## src/rtl/bp_me_cache_dma_concentrator_pkg.sv

```systemverilog
// Shared types for the cache DMA concentrator.
//   BP_CACHE_DMA_PKT_S_DECLARE(addr_width) : macro declaring the {write_not_read, addr} packet struct
//   dma_conc_state_e                       : packet FSM states
//   safe_clog2                             : clog2 that never returns 0
`ifndef BP_CACHE_DMA_PKT_S_DEFINED
`define BP_CACHE_DMA_PKT_S_DEFINED
`define BP_CACHE_DMA_PKT_S_DECLARE(addr_width_mp) \
  typedef struct packed { \
    logic                     write_not_read; \
    logic [addr_width_mp-1:0] addr; \
  } bp_cache_dma_pkt_s
`endif

package bp_me_cache_dma_concentrator_pkg;

  typedef enum logic [1:0] {
    e_ready    = 2'd0,
    e_pkt_hold = 2'd1,
    e_wr_data  = 2'd2
  } dma_conc_state_e;

  function automatic int unsigned safe_clog2(input int unsigned x);
    return (x <= 1) ? 1 : $clog2(x);
  endfunction

endpackage

```

## src/rtl/bp_me_dma_tag_tracker.sv

```systemverilog
// In-order tracker of channel ids for outstanding read packets, plus fill beat counter.
//   push_i/push_id_i : record the issuing channel of a read packet
//   fill_yumi_i      : one fill beat handed to the head channel
//   head_o           : channel owning the oldest outstanding read
//   empty_o          : no read outstanding
//   full_c_o         : no room for a push this cycle (accounts for a same-cycle pop)
//   pop_last_c_o     : this fill beat completes the head burst
module bp_me_dma_tag_tracker
  import bp_me_cache_dma_concentrator_pkg::*;
#(
  parameter int unsigned num_dma_p     = 4,
  parameter int unsigned burst_len_p   = 8,
  parameter int unsigned outstanding_p = 4,
  localparam int unsigned id_w_lp      = safe_clog2(num_dma_p)
) (
  input  logic               clk_i,
  input  logic               reset_i,
  input  logic               push_i,
  input  logic [id_w_lp-1:0] push_id_i,
  input  logic               fill_yumi_i,
  output logic [id_w_lp-1:0] head_o,
  output logic               empty_o,
  output logic               full_c_o,
  output logic               pop_last_c_o
);

  localparam int unsigned ptr_w_lp  = safe_clog2(outstanding_p);
  localparam int unsigned cnt_w_lp  = $clog2(outstanding_p + 1);
  localparam int unsigned beat_w_lp = safe_clog2(burst_len_p + 1);

  logic [id_w_lp-1:0]   id_mem_q [outstanding_p];
  logic [ptr_w_lp-1:0]  rd_ptr_q, rd_ptr_d, wr_ptr_q, wr_ptr_d;
  logic [cnt_w_lp-1:0]  count_q, count_d;
  logic [beat_w_lp-1:0] beat_q, beat_d;

  function automatic logic [ptr_w_lp-1:0] ptr_inc(input logic [ptr_w_lp-1:0] p);
    return (p == ptr_w_lp'(outstanding_p - 1)) ? '0 : p + ptr_w_lp'(1);
  endfunction

  assign head_o       = id_mem_q[rd_ptr_q];
  assign empty_o      = (count_q == '0);
  assign pop_last_c_o = fill_yumi_i & (beat_q == beat_w_lp'(burst_len_p - 1));
  // A pop in the same cycle frees an entry for a push.
  assign full_c_o     = ((count_q - cnt_w_lp'(pop_last_c_o)) == cnt_w_lp'(outstanding_p));

  // Pointer, occupancy and beat next-state.
  always_comb begin
    rd_ptr_d = rd_ptr_q;
    wr_ptr_d = wr_ptr_q;
    count_d  = count_q + cnt_w_lp'(push_i) - cnt_w_lp'(pop_last_c_o);
    beat_d   = beat_q;
    if (push_i)       wr_ptr_d = ptr_inc(wr_ptr_q);
    if (pop_last_c_o) rd_ptr_d = ptr_inc(rd_ptr_q);
    if (pop_last_c_o)     beat_d = '0;
    else if (fill_yumi_i) beat_d = beat_q + beat_w_lp'(1);
  end

  always_ff @(posedge clk_i) begin
    if (reset_i) begin
      rd_ptr_q <= '0;
      wr_ptr_q <= '0;
      count_q  <= '0;
      beat_q   <= '0;
    end else begin
      rd_ptr_q <= rd_ptr_d;
      wr_ptr_q <= wr_ptr_d;
      count_q  <= count_d;
      beat_q   <= beat_d;
    end
  end

  // Id storage needs no reset; occupancy qualifies every read of it.
  always_ff @(posedge clk_i) begin
    if (push_i) id_mem_q[wr_ptr_q] <= push_id_i;
  end

  always_ff @(posedge clk_i) begin
    if (!reset_i) assert (!(push_i && full_c_o)) else $error("tag tracker overflow");
  end

endmodule

```

## src/rtl/bp_me_cache_dma_concentrator.sv

```systemverilog
// Merges num_dma_p cache DMA channels onto one memory DMA port.
//   dma_pkt_*      : per-channel packets, round-robin arbitrated, 0-cycle pass-through
//   dma_data_*_i   : per-channel write data, forwarded as an atomic burst after a write packet
//   dma_data_*_o   : per-channel read fills, steered by the in-order tag tracker
//   mem_dma_*      : merged memory-side packet, write data and fill ports
module bp_me_cache_dma_concentrator
  import bp_me_cache_dma_concentrator_pkg::*;
#(
  parameter int unsigned num_dma_p     = 4,
  parameter int unsigned daddr_width_p = 32,
  parameter int unsigned data_width_p  = 64,
  parameter int unsigned burst_len_p   = 8,
  parameter int unsigned outstanding_p = 4
) (
  input  logic                                  clk_i,
  input  logic                                  reset_i,
  input  logic [num_dma_p*(1+daddr_width_p)-1:0] dma_pkt_i,
  input  logic [num_dma_p-1:0]                  dma_pkt_v_i,
  output logic [num_dma_p-1:0]                  dma_pkt_yumi_o,
  input  logic [num_dma_p*data_width_p-1:0]     dma_data_i,
  input  logic [num_dma_p-1:0]                  dma_data_v_i,
  output logic [num_dma_p-1:0]                  dma_data_yumi_o,
  output logic [num_dma_p*data_width_p-1:0]     dma_data_o,
  output logic [num_dma_p-1:0]                  dma_data_v_o,
  input  logic [num_dma_p-1:0]                  dma_data_ready_and_i,
  output logic [daddr_width_p:0]                mem_dma_pkt_o,
  output logic                                  mem_dma_pkt_v_o,
  input  logic                                  mem_dma_pkt_ready_and_i,
  output logic [data_width_p-1:0]               mem_dma_data_o,
  output logic                                  mem_dma_data_v_o,
  input  logic                                  mem_dma_data_ready_and_i,
  input  logic [data_width_p-1:0]               mem_dma_data_i,
  input  logic                                  mem_dma_data_v_i,
  output logic                                  mem_dma_data_ready_and_o
);

  localparam int unsigned pkt_w_lp = 1 + daddr_width_p;
  localparam int unsigned id_w_lp  = safe_clog2(num_dma_p);
  localparam int unsigned cnt_w_lp = safe_clog2(burst_len_p + 1);

  `BP_CACHE_DMA_PKT_S_DECLARE(daddr_width_p);

  bp_cache_dma_pkt_s       pkt_li  [num_dma_p];
  logic [data_width_p-1:0] wdata_li[num_dma_p];

  dma_conc_state_e     state_q, state_d;
  logic [id_w_lp-1:0]  rr_ptr_q, rr_ptr_d, lock_q, lock_d;
  logic [cnt_w_lp-1:0] wr_cnt_q, wr_cnt_d;

  logic [num_dma_p-1:0] eligible;
  logic                 grant_found, sel_v, push, fill_v, fill_yumi;
  logic [id_w_lp-1:0]   grant_id, sel_id, next_ptr, head_id;
  logic [31:0]          scan_idx;
  logic                 trk_empty, trk_full, trk_pop;

  // Unpack flat channel buses.
  always_comb begin
    for (int i = 0; i < num_dma_p; i++) begin
      pkt_li[i]   = dma_pkt_i[i*pkt_w_lp +: pkt_w_lp];
      wdata_li[i] = dma_data_i[i*data_width_p +: data_width_p];
    end
  end

  // Reads are only eligible while the tracker can take another id.
  always_comb begin
    for (int i = 0; i < num_dma_p; i++) begin
      eligible[i] = dma_pkt_v_i[i] & (pkt_li[i].write_not_read | ~trk_full);
    end
  end

  // Round robin: first eligible channel at or after the pointer.
  always_comb begin
    grant_found = 1'b0;
    grant_id    = '0;
    scan_idx    = '0;
    for (int k = 0; k < num_dma_p; k++) begin
      scan_idx = (32'(rr_ptr_q) + 32'(k)) % 32'(num_dma_p);
      if (!grant_found && eligible[id_w_lp'(scan_idx)]) begin
        grant_found = 1'b1;
        grant_id    = id_w_lp'(scan_idx);
      end
    end
  end

  // A stalled grant stays frozen on the latched channel until accepted.
  assign sel_id   = (state_q == e_pkt_hold) ? lock_q : grant_id;
  assign sel_v    = (state_q == e_pkt_hold) ? dma_pkt_v_i[lock_q] : grant_found;
  assign next_ptr = (sel_id == id_w_lp'(num_dma_p - 1)) ? '0 : sel_id + id_w_lp'(1);

  // Packet FSM next-state and memory-side packet / write-data outputs.
  always_comb begin
    state_d          = state_q;
    rr_ptr_d         = rr_ptr_q;
    lock_d           = lock_q;
    wr_cnt_d         = wr_cnt_q;
    push             = 1'b0;
    dma_pkt_yumi_o   = '0;
    dma_data_yumi_o  = '0;
    mem_dma_pkt_o    = pkt_li[sel_id];
    mem_dma_pkt_v_o  = 1'b0;
    mem_dma_data_o   = wdata_li[lock_q];
    mem_dma_data_v_o = 1'b0;
    unique case (state_q)
      e_ready, e_pkt_hold: begin
        mem_dma_pkt_v_o = sel_v & ~reset_i;
        if (mem_dma_pkt_v_o && mem_dma_pkt_ready_and_i) begin
          dma_pkt_yumi_o[sel_id] = 1'b1;
          rr_ptr_d = next_ptr;
          lock_d   = sel_id;
          push     = ~pkt_li[sel_id].write_not_read;
          state_d  = pkt_li[sel_id].write_not_read ? e_wr_data : e_ready;
        end else if (mem_dma_pkt_v_o) begin
          lock_d  = sel_id;
          state_d = e_pkt_hold;
        end
      end
      e_wr_data: begin
        mem_dma_data_v_o = dma_data_v_i[lock_q] & ~reset_i;
        if (mem_dma_data_v_o && mem_dma_data_ready_and_i) begin
          dma_data_yumi_o[lock_q] = 1'b1;
          if (wr_cnt_q == cnt_w_lp'(burst_len_p - 1)) begin
            wr_cnt_d = '0;
            state_d  = e_ready;
          end else begin
            wr_cnt_d = wr_cnt_q + cnt_w_lp'(1);
          end
        end
      end
      default: state_d = e_ready;
    endcase
  end

  always_ff @(posedge clk_i) begin
    if (reset_i) begin
      state_q  <= e_ready;
      rr_ptr_q <= '0;
      lock_q   <= '0;
      wr_cnt_q <= '0;
    end else begin
      state_q  <= state_d;
      rr_ptr_q <= rr_ptr_d;
      lock_q   <= lock_d;
      wr_cnt_q <= wr_cnt_d;
    end
  end

  // Fill return path: steer memory fills to the oldest outstanding reader.
  assign fill_v                   = mem_dma_data_v_i & ~trk_empty & ~reset_i;
  assign mem_dma_data_ready_and_o = ~trk_empty & dma_data_ready_and_i[head_id] & ~reset_i;
  assign fill_yumi                = fill_v & mem_dma_data_ready_and_o;
  assign dma_data_o               = {num_dma_p{mem_dma_data_i}};

  always_comb begin
    dma_data_v_o          = '0;
    dma_data_v_o[head_id] = fill_v;
  end

  bp_me_dma_tag_tracker #(
    .num_dma_p    (num_dma_p),
    .burst_len_p  (burst_len_p),
    .outstanding_p(outstanding_p)
  ) u_tracker (
    .clk_i       (clk_i),
    .reset_i     (reset_i),
    .push_i      (push),
    .push_id_i   (sel_id),
    .fill_yumi_i (fill_yumi),
    .head_o      (head_id),
    .empty_o     (trk_empty),
    .full_c_o    (trk_full),
    .pop_last_c_o(trk_pop)
  );

  always_ff @(posedge clk_i) begin
    if (!reset_i) begin
      assert ($onehot0(dma_pkt_yumi_o)) else $error("multiple packet yumis");
      assert ((dma_pkt_yumi_o & ~dma_pkt_v_i) == '0) else $error("packet yumi without valid");
      assert ((dma_data_yumi_o & ~dma_data_v_i) == '0) else $error("data yumi without valid");
      assert (!(mem_dma_data_v_i && trk_empty)) else $error("fill with no outstanding read");
      assert (!(trk_pop && !fill_yumi)) else $error("tracker pop without fill");
    end
  end

endmodule
```

## config.mk

```make
export PLATFORM = sky130hd
export DESIGN_NAME = bp_me_cache_dma_concentrator
export DESIGN_NICKNAME = d
export VERILOG_FILES = /design/src/rtl/bp_me_cache_dma_concentrator_pkg.sv /design/src/rtl/bp_me_dma_tag_tracker.sv /design/src/rtl/bp_me_cache_dma_concentrator.sv
export SDC_FILE = /design/constraint.sdc
export NUM_CORES = 1
export LEC_CHECK = 0
export ABC_AREA = 1
export BUFFER_PORTS_ARGS = -buffer_cell sky130_fd_sc_hd__buf_2
export CAP_MARGIN = 20
export CORE_AREA = 3 3 322 324
export CTS_CLUSTER_SIZE = 14
export DETAILED_ROUTE_END_ITERATION = 12
export DIE_AREA = 0 0 325 327
export PLACE_DENSITY_LB_ADDON = 0.12
export SLEW_MARGIN = 20
export SYNTH_ARGS = -nofsm -noshare
export SYNTH_HDL_FRONTEND = slang
export SYNTH_SLANG_ARGS = --single-unit
export TNS_END_PERCENT = 10
```

## constraint.sdc

```tcl
create_clock -name clk_i -period 5.7 [get_ports clk_i]
set_input_delay 1.14 -clock clk_i [delete_from_list [all_inputs] [get_ports clk_i]]
set_output_delay 1.14 -clock clk_i [all_outputs]
set_load 0.005 [all_outputs]
```

# Word-level counts from Yosys, hierarchy flattened
# Memories as Yosys holds them, arrays and structs flattened. A register that Yosys moved wholly into a read port is not among the register bits.
# Cells that the tools add are included.
[totals]
rom_bits = 0
latchBits = 0
inputBits = 469
mem_count = 1
register_bits = 21
word_cells = 146
mem_bits_rw = 8
out_inout_bits = 368
[mem_list]
columns = ["name", "words", "width", "read_ports", "rd_ports_with_merged_regs", "wr", "line", "rtl"]
rows = [
  ["u_tracker.id_mem_q", 4, 2, 1, 1, 1, "bp_me_dma_tag_tracker.sv:31", "logic [id_w_lp-1:0] id_mem_q [outstanding_p];"],
]
[op_classes]
n_reduce_logical = 20
mux = 60
bitwise_logic = 23
eq_ne = 11
order_cmp = 12
addsub = 11
mul = 0
shift = 0
div_mod_pow = 0
[op_table]
columns = ["op", "count"]
rows = [
  ["$bmux W64 S2", 1],
  ["$mux W64", 2],
  ["$bmux W33 S2", 1],
  ["$mux W33", 2],
  ["$mux W2", 17],
  ["$lt A2 B3 Y1 const B", 7],
  ["$mux W1", 21],
  ["$mux W4", 5],
  ["$bmux W1 S2", 7],
  ["$and A1 B1 Y1", 12],
  ["$add A2 B1 Y2 const B", 4],
  ["$add A4 B1 Y4 const B", 2],
  ["$eq A2 B2 Y1 const B", 4],
  ["$eq A4 B3 Y1 const B", 2],
  ["$logic_and A1 B1 Y1", 8],
  ["$demux W1 S2", 3],
  ["$ge A2 B1 Y1 const B", 3],
  ["$ge A3 B3 Y1 const B", 2],
  ["$not A2 Y3", 2],
  ["$reduce_and A2 Y1", 3],
  ["$sub A3 B1 Y3", 2],
  ["$add A2 B2 Y2 const B", 2],
  ["$and A4 B4 Y4", 1],
  ["$ne A2 B2 Y1 const B", 2],
  ["other kinds (13)", 22],
]

# Logic depth before layout (Yosys ltp)
# Gate-level depths: netlist (run 1).
[depth]
ltp_word = 33
mapped_depth = 42
ltp_nobuf = 42

# Hierarchy
# Synthesis (run 1) repeated with hierarchy kept, for this count alone.
[hier_totals]
hier_cells = 1030
area_unflattened_um2 = 6523.8
[modules_own_cells]
columns = ["module", "n_inst", "area_per_inst_um2", "cells_each", "seq_area_each_um2"]
rows = [
  ["bp_me_cache_dma_concentrator", 1, 5511.5, 919, 200.2],
  ["bp_me_dma_tag_tracker", 1, 1012.2, 111, 500.5],
]

# Least setup slack after synthesis (run 1)
# Ideal clock, no wire load.
[synth_path]
path_type = "input to output"
from = "input port reset_i"
to = "output port dma_pkt_yumi_o[2]"
t_arrival_ns = 4.336
slack_ns = 0.224
path_buffers = 3
t_required_ns = 4.560
stages = 30
cell_sequence = "clkbuf_1 > inv_1 > nand3_1 > inv_1 > nand2_1 > inv_1 > nand2_1 > nor2_1 > inv_1 > or2_1 > inv_1 > ha_1 > ha_1 > nor2_1 > nor2_4 > nand3_1 > nand3_1 > nand2_1 > nand2_1 > nand2_1 > nor2_4 > nand3_1 > nand2_1 > nand2_2 > nand2_4 > buf_4 > buf_4 > ha_1 > inv_1 > nor2_1"
[synth_between]
elab_chain_cells = 28
word_cells_on_any_way = 49
[synth_lines]
columns = ["element", "line", "rtl"]
rows = [
  ["from (decl)", "bp_me_cache_dma_concentrator.sv:16", "input logic reset_i,"],
  ["$not A1 Y1 *", "bp_me_cache_dma_concentrator.sv:148, bp_me_cache_dma_concentrator.sv:149", ""],
  ["$and A1 B1 Y1 (on tied branches)", "bp_me_cache_dma_concentrator.sv:148, bp_me_cache_dma_concentrator.sv:149", ""],
  ["$and A1 B1 Y1 *", "bp_me_cache_dma_concentrator.sv:150", "assign fill_yumi = fill_v & mem_dma_data_ready_and_o;"],
  ["$and A1 B1 Y1 *", "bp_me_dma_tag_tracker.sv:42", "assign pop_last_c_o = fill_yumi_i & (beat_q == beat_w_lp'(burst_len_p - 1));"],
  ["named net trk_pop", "bp_me_cache_dma_concentrator.sv:54", "logic trk_empty, trk_full, trk_pop;"],
  ["$sub A3 B1 Y3 *", "bp_me_dma_tag_tracker.sv:44", "assign full_c_o = ((count_q - cnt_w_lp'(pop_last_c_o)) == cnt_w_lp'(outstanding_p));"],
  ["$eq A3 B3 Y1 *", "bp_me_dma_tag_tracker.sv:44", ""],
  ["$not A1 Y1 *", "bp_me_cache_dma_concentrator.sv:67", "eligible[i] = dma_pkt_v_i[i] & (pkt_li[i].write_not_read | ~trk_full);"],
  ["[13 not listed]", "--", ""],
  ["$mux W2", "bp_me_cache_dma_concentrator.sv:78", "if (!grant_found && eligible[id_w_lp'(scan_idx)]) begin"],
  ["$mux W2", "bp_me_cache_dma_concentrator.sv:86", "assign sel_id = (state_q == e_pkt_hold) ? lock_q : grant_id;"],
  ["$lt A2 B3 Y1 (implied by the code) / $ge A2 B1 Y1 (equally long branches)", "bp_me_cache_dma_concentrator.sv:107", "dma_pkt_yumi_o[sel_id] = 1'b1;"],
  ["$logic_and A1 B1 Y1 (implied by the code)", "bp_me_cache_dma_concentrator.sv:107", ""],
  ["$mux W1 (implied by the code)", "bp_me_cache_dma_concentrator.sv:107", ""],
  ["$demux W1 S2", "bp_me_cache_dma_concentrator.sv:107", ""],
  ["$mux W4 *", "bp_me_cache_dma_concentrator.sv:106", "if (mem_dma_pkt_v_o && mem_dma_pkt_ready_and_i) begin"],
  ["$mux W4 *", "bp_me_cache_dma_concentrator.sv:103", "unique case (state_q)"],
  ["to (decl)", "bp_me_cache_dma_concentrator.sv:19", "output logic [num_dma_p-1:0] dma_pkt_yumi_o,"],
]
# The timed path passes the listed nets; every way through them passes the cells marked *. The select of a mux whose other input is x is not followed.

# Worst setup path in the final report (run 1)
[layout_path]
from = "input port dma_data_ready_and_i[0]"
to = "output port mem_dma_pkt_o[16]"
[layout_between]
elab_chain_cells = 28
word_cells_on_any_way = 43
[layout_lines]
columns = ["element", "line", "rtl"]
rows = [
  ["from (decl)", "bp_me_cache_dma_concentrator.sv:25", "input logic [num_dma_p-1:0] dma_data_ready_and_i,"],
  ["$bmux W1 S2 *", "bp_me_cache_dma_concentrator.sv:149", "assign mem_dma_data_ready_and_o = ~trk_empty & dma_data_ready_and_i[head_id] & ~reset_i;"],
  ["$mux W1 (implied by the code) *", "bp_me_cache_dma_concentrator.sv:149", ""],
  ["$and A1 B1 Y1 * (2 in a row)", "bp_me_cache_dma_concentrator.sv:149", ""],
  ["$and A1 B1 Y1 *", "bp_me_cache_dma_concentrator.sv:150", ""],
  ["$and A1 B1 Y1 *", "bp_me_dma_tag_tracker.sv:42", ""],
  ["named net trk_pop", "bp_me_cache_dma_concentrator.sv:54", ""],
  ["$sub A3 B1 Y3 *", "bp_me_dma_tag_tracker.sv:44", ""],
  ["$eq A3 B3 Y1 *", "bp_me_dma_tag_tracker.sv:44", ""],
  ["[11 not listed]", "--", ""],
  ["$mux W1", "bp_me_cache_dma_concentrator.sv:78", ""],
  ["$logic_not A1 Y1", "bp_me_cache_dma_concentrator.sv:78", ""],
  ["$logic_and A1 B1 Y1", "bp_me_cache_dma_concentrator.sv:78", ""],
  ["$mux W2 *", "bp_me_cache_dma_concentrator.sv:78", ""],
  ["$mux W2 *", "bp_me_cache_dma_concentrator.sv:86", ""],
  ["$not A2 Y3 (implied by the code) *", "bp_me_cache_dma_concentrator.sv:99", "mem_dma_pkt_o = pkt_li[sel_id];"],
  ["$bmux W33 S2 *", "bp_me_cache_dma_concentrator.sv:99", ""],
  ["$mux W33 (implied by the code) * (2 in a row)", "bp_me_cache_dma_concentrator.sv:99", ""],
  ["to (decl)", "bp_me_cache_dma_concentrator.sv:26", "output logic [daddr_width_p:0] mem_dma_pkt_o,"],
]
# Marked as above.

==> impl_metrics.tcl, run 1 <==
set metrics [dict create \
    status "complete, no violations" \
    grt_pass1_wl_mm 64.46 \
    synth_xor_area_share_pct 0.4049 \
    grt_pass1_vias 8548 \
    clock_power_share_pct 7.5 \
    rsz0062_at_grt "yes" \
    drv_cap 0 \
    cp-start-kind "primary input" \
    vias 8300 \
    cts_buffer_depth 2 \
    relSlewSlack_pct 36.36 \
    syn-cell-area_um2 6489 \
    drv_slew 0 \
    power_density_nw_per_um2 364.3 \
    min_delay_worst_endpoint "wr_cnt_q[3]" \
    synth_cell_types 38 \
    io_buffers 516 \
    worst-slew-pin-transition_ns 0.9546 \
    core_um2 101400 \
    period_needed_ns 5.480 \
    die-width_um 325 \
    cp.required_ns 4.56 \
    synthCells 1036 \
    place_inst 2651 \
    synth-seq-area-share_pct 10.80 \
    ys.flop_type "dfxtp_1" \
    grt_usage_pct 8.347 \
    r2r_setup_slack_ns 0.76 \
    ff2ff_path_depth 43 \
    cts_tree "built" \
    cpMaxStageDelayCell "or2_1" \
    met2_length_mm 24.17 \
    final_util_pct 9.692 \
    synth-edff-count 8 \
    vias_per_cell 3.092 \
    placed_area_um2 9061 \
    synthArstFlopShare_pct 0 \
    wl_mm 48.95 \
    holdBufCountCts 0 \
    synth_fa_ha_area_share_pct 3.008 \
    synth_top_family_by_area "buffers and inverters" \
    area_growth_pct 51.52 \
    drcViolationCount 0 \
    holdCritPathClass "reg -> reg" \
    fin_area_um2 9832 \
    p_comb_share_pct 83.9 \
    num_rows 117 \
    top_layer "met5" \
    place_congestion 0.7562 \
    grt.overflow.total 0 \
    rr_endpoint "u_tracker.count_q[2]" \
    synth.area.top_cells "buf_4 (30%), nand3_1 (18%), a22oi_1 (7.5%)" \
    hold_depth 1 \
    boundaryPins 837 \
    synth_nets 1520 \
    peakVddDrop_mv 0.1179 \
    p_int_mw 1.662 \
    antenna_found_initial 8 \
    crit_type "in -> out" \
    synth-simple-area-share_pct 29.81 \
    regArea_um2 709.4 \
    fin_crit_sh_pct 96.14 \
    cts_buffers 5 \
    p_leak_nw 4.344 \
    hpwl_mm 42.01 \
    clock-sinks 31 \
    fin_skew_ns 0.005479 \
    synth_warnings 0 \
    avgRoutedWirePerCell_um 18.24 \
    dr.pass1.iters 6 \
    whs_ns 0.4482 \
    synthMuxAreaShare_pct 0 \
    synth_compound_area_share_pct 18.40 \
    fillers 12090 \
    dieHeight_um 327 \
    p_sw_mw 1.920 \
    ant_nets 0 \
    cp.arrival_ns 4.34 \
    instances_no_fill 2684 \
    initial_utilization_pct 6.396 \
    swShare_pct 53.59 \
    path_max_fanout 10 \
    p_total_mw 3.582 \
    clock.fmax_mhz 182.5 \
    multi_input_area_um2 3631 \
    hold_path_startpoint "wr_cnt_q[3]" \
    cpMostUsedCell "nand2_2" \
    drive_gt1_share_pct 51.60 \
    dp_slack_ns -0.1483 \
    clkTransAtPathRegs_ns 0.06 \
    dieArea_um2 106300 \
    final-setup-viol-count 0 \
    insertion_delay_ns 0.28 \
    ctsHtreeMaxLevel 2 \
    fin_tns_setup_ns 0 \
    power.share.sequential_pct 8.6 \
    syn_avg_cell_area_um2 6.263 \
    synth_seq_cells 31 \
    slowest_delay_ns 0.25 \
    grt_max_degree 109 \
    wl_met1_mm 18.20 \
    synth.most_common_cell "buf_4" \
    synth_largest_area_cell "buf_4" \
    cp-end-kind "output port" \
    root_buffer "clkbuf_16" \
    hold_violations 0 \
    route.met3.wl_mm 5.609 \
    synth_top_area_share_pct 30.08 \
    final.setup.worst_slack_ns 0.2203 \
    drt_iter0_drc 362 \
    nets 1797 \
    synth_common_cells "buf_4 (260), nand3_1 (236), nor2_1 (99)" \
]
==> cells in the final DEF, fill, tap and decap left out, types with 3 or more instances in the layout <==
cell type | netlist | routed
nand3_1 | 236 | 221
a21oi_1 | 15 | 14
nand2_2 | 3 | 19
o21ai_2 | 0 | 12
nand2_1 | 63 | 45
dfxtp_1 | 23 | 20
o21ai_1 | 21 | 27
o21ai_0 | 53 | 34
nand4_1 | 3 | 3
inv_1 | 47 | 40
o22ai_1 | 34 | 32
inv_2 | 4 | 9
clkbuf_16 | 0 | 13
buf_6 | 6 | 9
nor2_4 | 2 | 5
nand3_2 | 1 | 14
nor2_2 | 1 | 4
nor3_1 | 5 | 5
buf_2 | 11 | 516
edfxtp_1 | 8 | 8
a22oi_1 | 65 | 65
buf_4 | 260 | 51
ha_1 | 14 | 12
xor2_1 | 3 | 3
nor2_1 | 99 | 93
buf_12 | 0 | 8
==> layout make-up <==
type                    instances  share of cell area, %
diodes                          2                0.05090
repair buffers                592                  34.86
clock buffers                   7                  1.451
flip-flops and latches         31                  7.216
clock inverters                 1                0.03818
inverters                      52                  2.049
multi-input cells             631                  36.93
well taps                    1368                  17.41
==> routing by layer <==
metal | vias up | global-route usage [%]
met2 | 584 | 14.97
li1 | 3875 | -
met3 | 34 | 3.740
met5 | - | 0.4529
met4 | 10 | 1.282
met1 | 3797 | 9.162
==> flip-flops by register name, indices dropped and copies added, names as in the netlist, named ones only <==
name,flops
u_tracker.id_mem_q,8
u_tracker.beat_q,4
wr_cnt_q,4
u_tracker.count_q,3
lock_q,2
rr_ptr_q,2
state_q,2
u_tracker.rd_ptr_q,2
u_tracker.wr_ptr_q,2
==> worst max path at each step <==
stage | startpoint | end | slack, ns | depth (start not counted)
floorplan | reset_i | dma_pkt_yumi_o[2] | 0.22 | 30
global route | dma_data_ready_and_i[1] | mem_dma_pkt_o[19] | -0.06 | 31
detailed placement | reset_i | mem_dma_pkt_o[10] | -0.15 | 29
finish | dma_data_ready_and_i[0] | mem_dma_pkt_o[16] | 0.22 | 31
CTS | reset_i | mem_dma_pkt_o[4] | -0.03 | 29
global placement | reset_i | mem_dma_pkt_o[10] | -0.15 | 31
==> power by group through the flow <==
stage                     sequential [mW]  clock [mW]  combinational [mW]
final                               0.306       0.270                3.01
after global routing                0.312       0.292                3.30
after CTS                           0.307       0.283                2.76
after detailed placement            0.311           0                2.73
after global placement              0.314           0                2.73
after floorplan                     0.270           0                1.36
==> critical path, delay by kind of cell <==
family,cells,cell delay [ns]
AND/OR/NAND/NOR,19,1.86
buffers and inverters,8,0.89
AO/OA/AOI/OAI,2,0.17
adder cells (fa/ha/maj),2,0.28
==> timing repair <==
| action | 4_1_cts | 5_1_grt |
|---|---|---|
| setup buffers | 2 | 13 |
| resized for setup | 10 | 91 |
| pin swaps | 0 | 32 |
| hold endpoints to repair | 0 | 0 |
| endpoints found under the setup margin | 36 | 38 |
| gates cloned | 0 | 8 |
==> cell families (layout without fill, tap and decap cells) <==
kind of cell / count (synthesis) / after routing
adder cells (fa/ha/maj): 15 / 15
AND/OR/NAND/NOR: 419 / 419
AO/OA/AOI/OAI: 194 / 194
buffers and inverters: 374 / 652
flip-flops: 31 / 31
XOR/XNOR: 3 / 3
other: 0 / 2
No activity file was read; power rests on OpenSTA's default activity.
==> run 2, diff against run 1 <==
--- a/config.mk
+++ b/config.mk
@@ -12,6 +12,7 @@
 export CTS_CLUSTER_SIZE = 14
 export DETAILED_ROUTE_END_ITERATION = 12
 export DIE_AREA = 0 0 325 327
+export GPL_ROUTABILITY_DRIVEN = 0
 export PLACE_DENSITY_LB_ADDON = 0.12
 export SLEW_MARGIN = 20
 export SYNTH_ARGS = -nofsm -noshare
==> constraint.sdc (replaced) <==
create_clock -name clk_i -period 5.7 [get_ports clk_i]
set_input_delay 0.57 -clock clk_i [delete_from_list [all_inputs] [get_ports clk_i]]
set_output_delay 0.57 -clock clk_i [all_outputs]
set_load 0.005 [all_outputs]
==> impl_metrics.tcl, run 2 (synthesized netlist as in run 1, its figures left out) <==
set metrics [dict create \
    status "complete, no violations" \
    cts_tree "built" \
    fin_tns_setup_ns 0 \
    insertion_delay_ns 0.28 \
    fin_skew_ns 0.006996 \
    cpMostUsedCell "nand2_1" \
    relSlewSlack_pct 38.08 \
    final.setup.worst_slack_ns 0.6038 \
    dp_slack_ns 0.5126 \
    cpMaxStageDelayCell "dfxtp_1" \
    layout_common_cells "buf_2 (516), nand3_1 (236), nor2_1 (97)" \
    drcViolationCount 0 \
    area_growth_pct 37.83 \
    place_inst 2614 \
    worst-slew-pin-transition_ns 0.9288 \
    hpwl_mm 41.24 \
    max_flop_register "u_tracker.id_mem_q" \
    ctsHtreeMaxLevel 2 \
    grt.overflow.total 0 \
    cp-end-kind "output port" \
    antenna_found_initial 7 \
    vias_per_cell 3.038 \
    nets 1738 \
    grt_pass1_wl_mm 64.21 \
    dieHeight_um 327 \
    crit_type "reg -> out" \
    whs_ns 0.4549 \
    grt_max_degree 73 \
    dr.pass1.iters 5 \
    slowest_delay_ns 0.38 \
    core_um2 101400 \
    clock.fmax_mhz 196.2 \
    period_needed_ns 5.096 \
    wl_mm 47.48 \
    grt_pass1_vias 8278 \
    hold_violations 0 \
    io_buffers 516 \
    die-width_um 325 \
    p_total_mw 3.011 \
    cp-start-kind "register" \
    regArea_um2 708.2 \
    cp.required_ns 5.13 \
    drv_slew 0 \
    holdCritPathClass "reg -> reg" \
    boundaryPins 837 \
    multi_input_area_um2 3386 \
    drv_cap 0 \
    root_buffer "clkbuf_16" \
    holdBufCountCts 0 \
    instances_no_fill 2625 \
    power_density_nw_per_um2 336.7 \
    cts_buffers 5 \
    avgRoutedWirePerCell_um 18.09 \
    vias 7976 \
    dieArea_um2 106300 \
    largest_registers "u_tracker.id_mem_q x8, u_tracker.beat_q x4, wr_cnt_q x4" \
    fillers 12080 \
    fin_crit_sh_pct 89.41 \
    initial_utilization_pct 6.396 \
    p_leak_nw 3.933 \
    largest_reg_flops 8 \
    rsz0062_at_grt "no" \
    drt_iter0_drc 359 \
    final_common_cell "buf_2" \
    cts_buffer_depth 2 \
    ant_nets 0 \
    clock-sinks 31 \
    num_rows 117 \
    drive_gt1_share_pct 44.94 \
    final-setup-viol-count 0 \
    clkTransAtPathRegs_ns 0.06 \
    cp.arrival_ns 4.53 \
    peakVddDrop_mv 0.1221 \
    path_max_fanout 29 \
    grt_usage_pct 8.348 \
]
-- run 2: cell count changes in the layout (fill, tap and decap cells not counted), sizes merged --
cell	delta
clkbuf	-8
buf	-51
-- run 2: worst paths after layout --
check | from | end | slack, ns | cells after the start
worst min-delay path | wr_cnt_q[3] | wr_cnt_q[3] | 0.45 | 1
worst max register to register | register | u_tracker.count_q[2] | 0.88 | 37
worst min register to register | wr_cnt_q[3] | wr_cnt_q[3] | 0.45 | 1
worst max-delay path | register | dma_pkt_yumi_o[3] | 0.60 | 33
-- run 2: timing repair --
action | 4_1_cts | 5_1_grt
setup endpoints to repair | 0 | 37
resized for setup | 0 | 9
setup buffers | 0 | 1
-- run 2: critical path, delay by kind of cell (launching register included) --
kind / cells / cell delay (ns)
simple gates: 20 / 2.15
buf+inv: 9 / 0.92
compound gates: 1 / 0.21
fa+ha+maj: 3 / 0.55
flops: 1 / 0.38
-- run 2: per-layer routing --
metal  wire length (µm)  global-route usage [%]
met5                 93                  0.4529
met4                803                   1.460
met3               5242                   3.909
met2              22770                   14.32
met1              18570                   9.515
-- run 2: stage by stage --
step                      utilization [%]  cell area, µm²
after floorplan                         -            6489
after global placement              8.609            8733
after detailed placement            8.609            8733
after CTS                           8.775            8902
after global routing                8.811            8939
final                               8.816            8944
-- run 2: layout make-up --
cell class	instances	area share [%]
multi-input combinational	631	37.86
antenna	2	0.05596
inverter	52	2.196
timing repair buffer	533	30.95
sequential	31	7.918
clock buffer	7	1.833
clock inverter	1	0.05596
tap	1368	19.14
-- run 2: power by group --
part,total (mW),internal (mW),switching (mW),leakage (nW)
clock network,0.298,0.199,0.0988,0.0851
registers,0.301,0.258,0.0436,0.261
logic,2.41,0.826,1.59,3.59
==> run 3, diff against run 2 <==
--- a/config.mk
+++ b/config.mk
@@ -8,10 +8,12 @@
 export ABC_AREA = 1
 export BUFFER_PORTS_ARGS = -buffer_cell sky130_fd_sc_hd__buf_2
 export CAP_MARGIN = 20
-export CORE_AREA = 3 3 322 324
+export CELL_PAD_IN_SITES_DETAIL_PLACEMENT = 0
+export CELL_PAD_IN_SITES_GLOBAL_PLACEMENT = 1
+export CORE_AREA = 2 2 326 328
 export CTS_CLUSTER_SIZE = 14
 export DETAILED_ROUTE_END_ITERATION = 12
-export DIE_AREA = 0 0 325 327
+export DIE_AREA = 0 0 328 330
 export GPL_ROUTABILITY_DRIVEN = 0
 export PLACE_DENSITY_LB_ADDON = 0.12
 export SLEW_MARGIN = 20
==> impl_metrics.tcl, run 3 (synthesized netlist as in run 1, its figures left out) <==
set metrics [dict create \
    largest_registers "u_tracker.id_mem_q x8, u_tracker.beat_q x4, wr_cnt_q x4" \
    crit_type "reg -> out" \
    initial_utilization_pct 6.199 \
    drv_cap 0 \
    layout_common_cells "buf_2 (516), nand3_1 (236), nor2_1 (97)" \
    largest_reg_flops 8 \
    slowest_delay_ns 0.36 \
    antenna_found_initial 14 \
    die-width_um 328 \
    final_common_cell "buf_2" \
    drive_gt1_share_pct 45.08 \
    nets 1743 \
    core_um2 104700 \
    period_needed_ns 5.139 \
    dieHeight_um 330 \
    fillers 12490 \
    cts_buffer_depth 2 \
    grt_pass1_vias 8275 \
    ctsHtreeMaxLevel 2 \
    avgRoutedWirePerCell_um 18.44 \
    cp-start-kind "register" \
    whs_ns 0.4500 \
    final-setup-viol-count 0 \
    drv_slew 0 \
    cpMaxStageDelayCell "edfxtp_1" \
    hold_violations 0 \
    clock-sinks 31 \
    power_density_nw_per_um2 348.2 \
    grt_usage_pct 8.237 \
    vias_per_cell 3.017 \
    final_util_pct 8.701 \
    drt_iter0_drc 386 \
    clkTransAtPathRegs_ns 0.06 \
    relSlewSlack_pct 38.14 \
    fin_skew_ns 0.006582 \
    fin_crit_sh_pct 90.16 \
    cts_buffers 5 \
    grt.overflow.total 0 \
    cp-end-kind "output port" \
    boundaryPins 837 \
    p_total_mw 3.171 \
    dieArea_um2 108200 \
    holdCritPathClass "reg -> reg" \
    p_leak_nw 3.990 \
    wl_mm 48.91 \
    cpMostUsedCell "nand2_1" \
    root_buffer "clkbuf_16" \
    grt_max_degree 77 \
    cp.arrival_ns 4.57 \
    drcViolationCount 0 \
    area_growth_pct 40.36 \
    cts_tree "built" \
    multi_input_area_um2 3393 \
    worst-slew-pin-transition_ns 0.9279 \
    io_buffers 516 \
    status "complete, no violations" \
    num_rows 119 \
    holdBufCountCts 0 \
    peakVddDrop_mv 0.2008 \
    grt_pass1_wl_mm 64.09 \
    clock.fmax_mhz 194.6 \
    regArea_um2 709.4 \
    ant_nets 0 \
    hpwl_mm 39.57 \
    vias 8002 \
    dr.pass1.iters 4 \
    insertion_delay_ns 0.28 \
    max_flop_register "u_tracker.id_mem_q" \
    path_max_fanout 29 \
    cp.required_ns 5.13 \
]
[run 3: cell count changes in the layout (fill, tap and decap cells not counted), moves of 2 or more]
cell	previous run	this run
buf_12	4	6
clkbuf_16	6	9
clkinvlp_4	0	2
inv_2	6	4
nand2_2	4	1
nand2_4	1	3
[run 3: through the flow]
step	TNS (ns)	instance area [µm²]	cells	setup slack, ns
3_3_place_gp	0	8740	2634	0.4240
2_1_floorplan	0	6489	1036	1.207
6_report	0	9107	2652	0.5609
3_5_place_dp	0	8740	2634	0.3631
5_1_grt	-0.004978	9105	2651	-0.004596
4_1_cts	0	8885	2642	0.2818
[run 3: final timing paths]
check / start / end / slack, ns / cells after the start
setup / recovery: u_tracker.id_mem_q[0][1] / mem_dma_pkt_o[8] / 0.56 / 32
hold / removal: wr_cnt_q[3] / wr_cnt_q[3] / 0.45 / 1
setup reg to reg: u_tracker.id_mem_q[0][1] / u_tracker.count_q[2] / 0.66 / 37
hold reg to reg: wr_cnt_q[3] / wr_cnt_q[3] / 0.45 / 1
[run 3: repair_timing]
action | 4_1_cts | 5_1_grt
endpoints found under the setup margin | 0 | 38
buffers inserted | 0 | 5
endpoints found under the hold margin | 0 | 0
gates resized for setup | 0 | 15
[run 3: routing by layer]
layer / wire [µm] / up-vias / global-route usage (%)
li1: - / 3760 / -
met1: 19340 / 3648 / 9.583
met2: 23910 / 486 / 14.40
met3: 4564 / 90 / 3.087
met4: 989 / 18 / 1.586
met5: 108 / - / 0
[run 3: where the power goes]
group / internal [mW] / total [mW] / switching [mW]
combinational: 0.949 / 2.59 / 1.64
clock: 0.161 / 0.261 / 0.100
sequential: 0.258 / 0.324 / 0.0664
total: 1.37 / 3.17 / 1.80
[run 3: final cells by class]
type                    instances  area share (%)
multi-input cells             631           37.26
repair buffers                538           31.98
well taps                    1391           19.11
flip-flops and latches         31           7.790
inverters                      52           2.239
clock buffers                   5           1.374
clock inverters                 3          0.2198
diodes                          1         0.02748
[run 3: critical path: cells and delay by family (launching register included)]
family,cells,cell delay [ns]
buffers and inverters,7,0.84
AOI/OAI and AO/OA,3,0.46
DFF,1,0.36
and+or+nand+nor,20,2.18
adders and majority gates,2,0.41
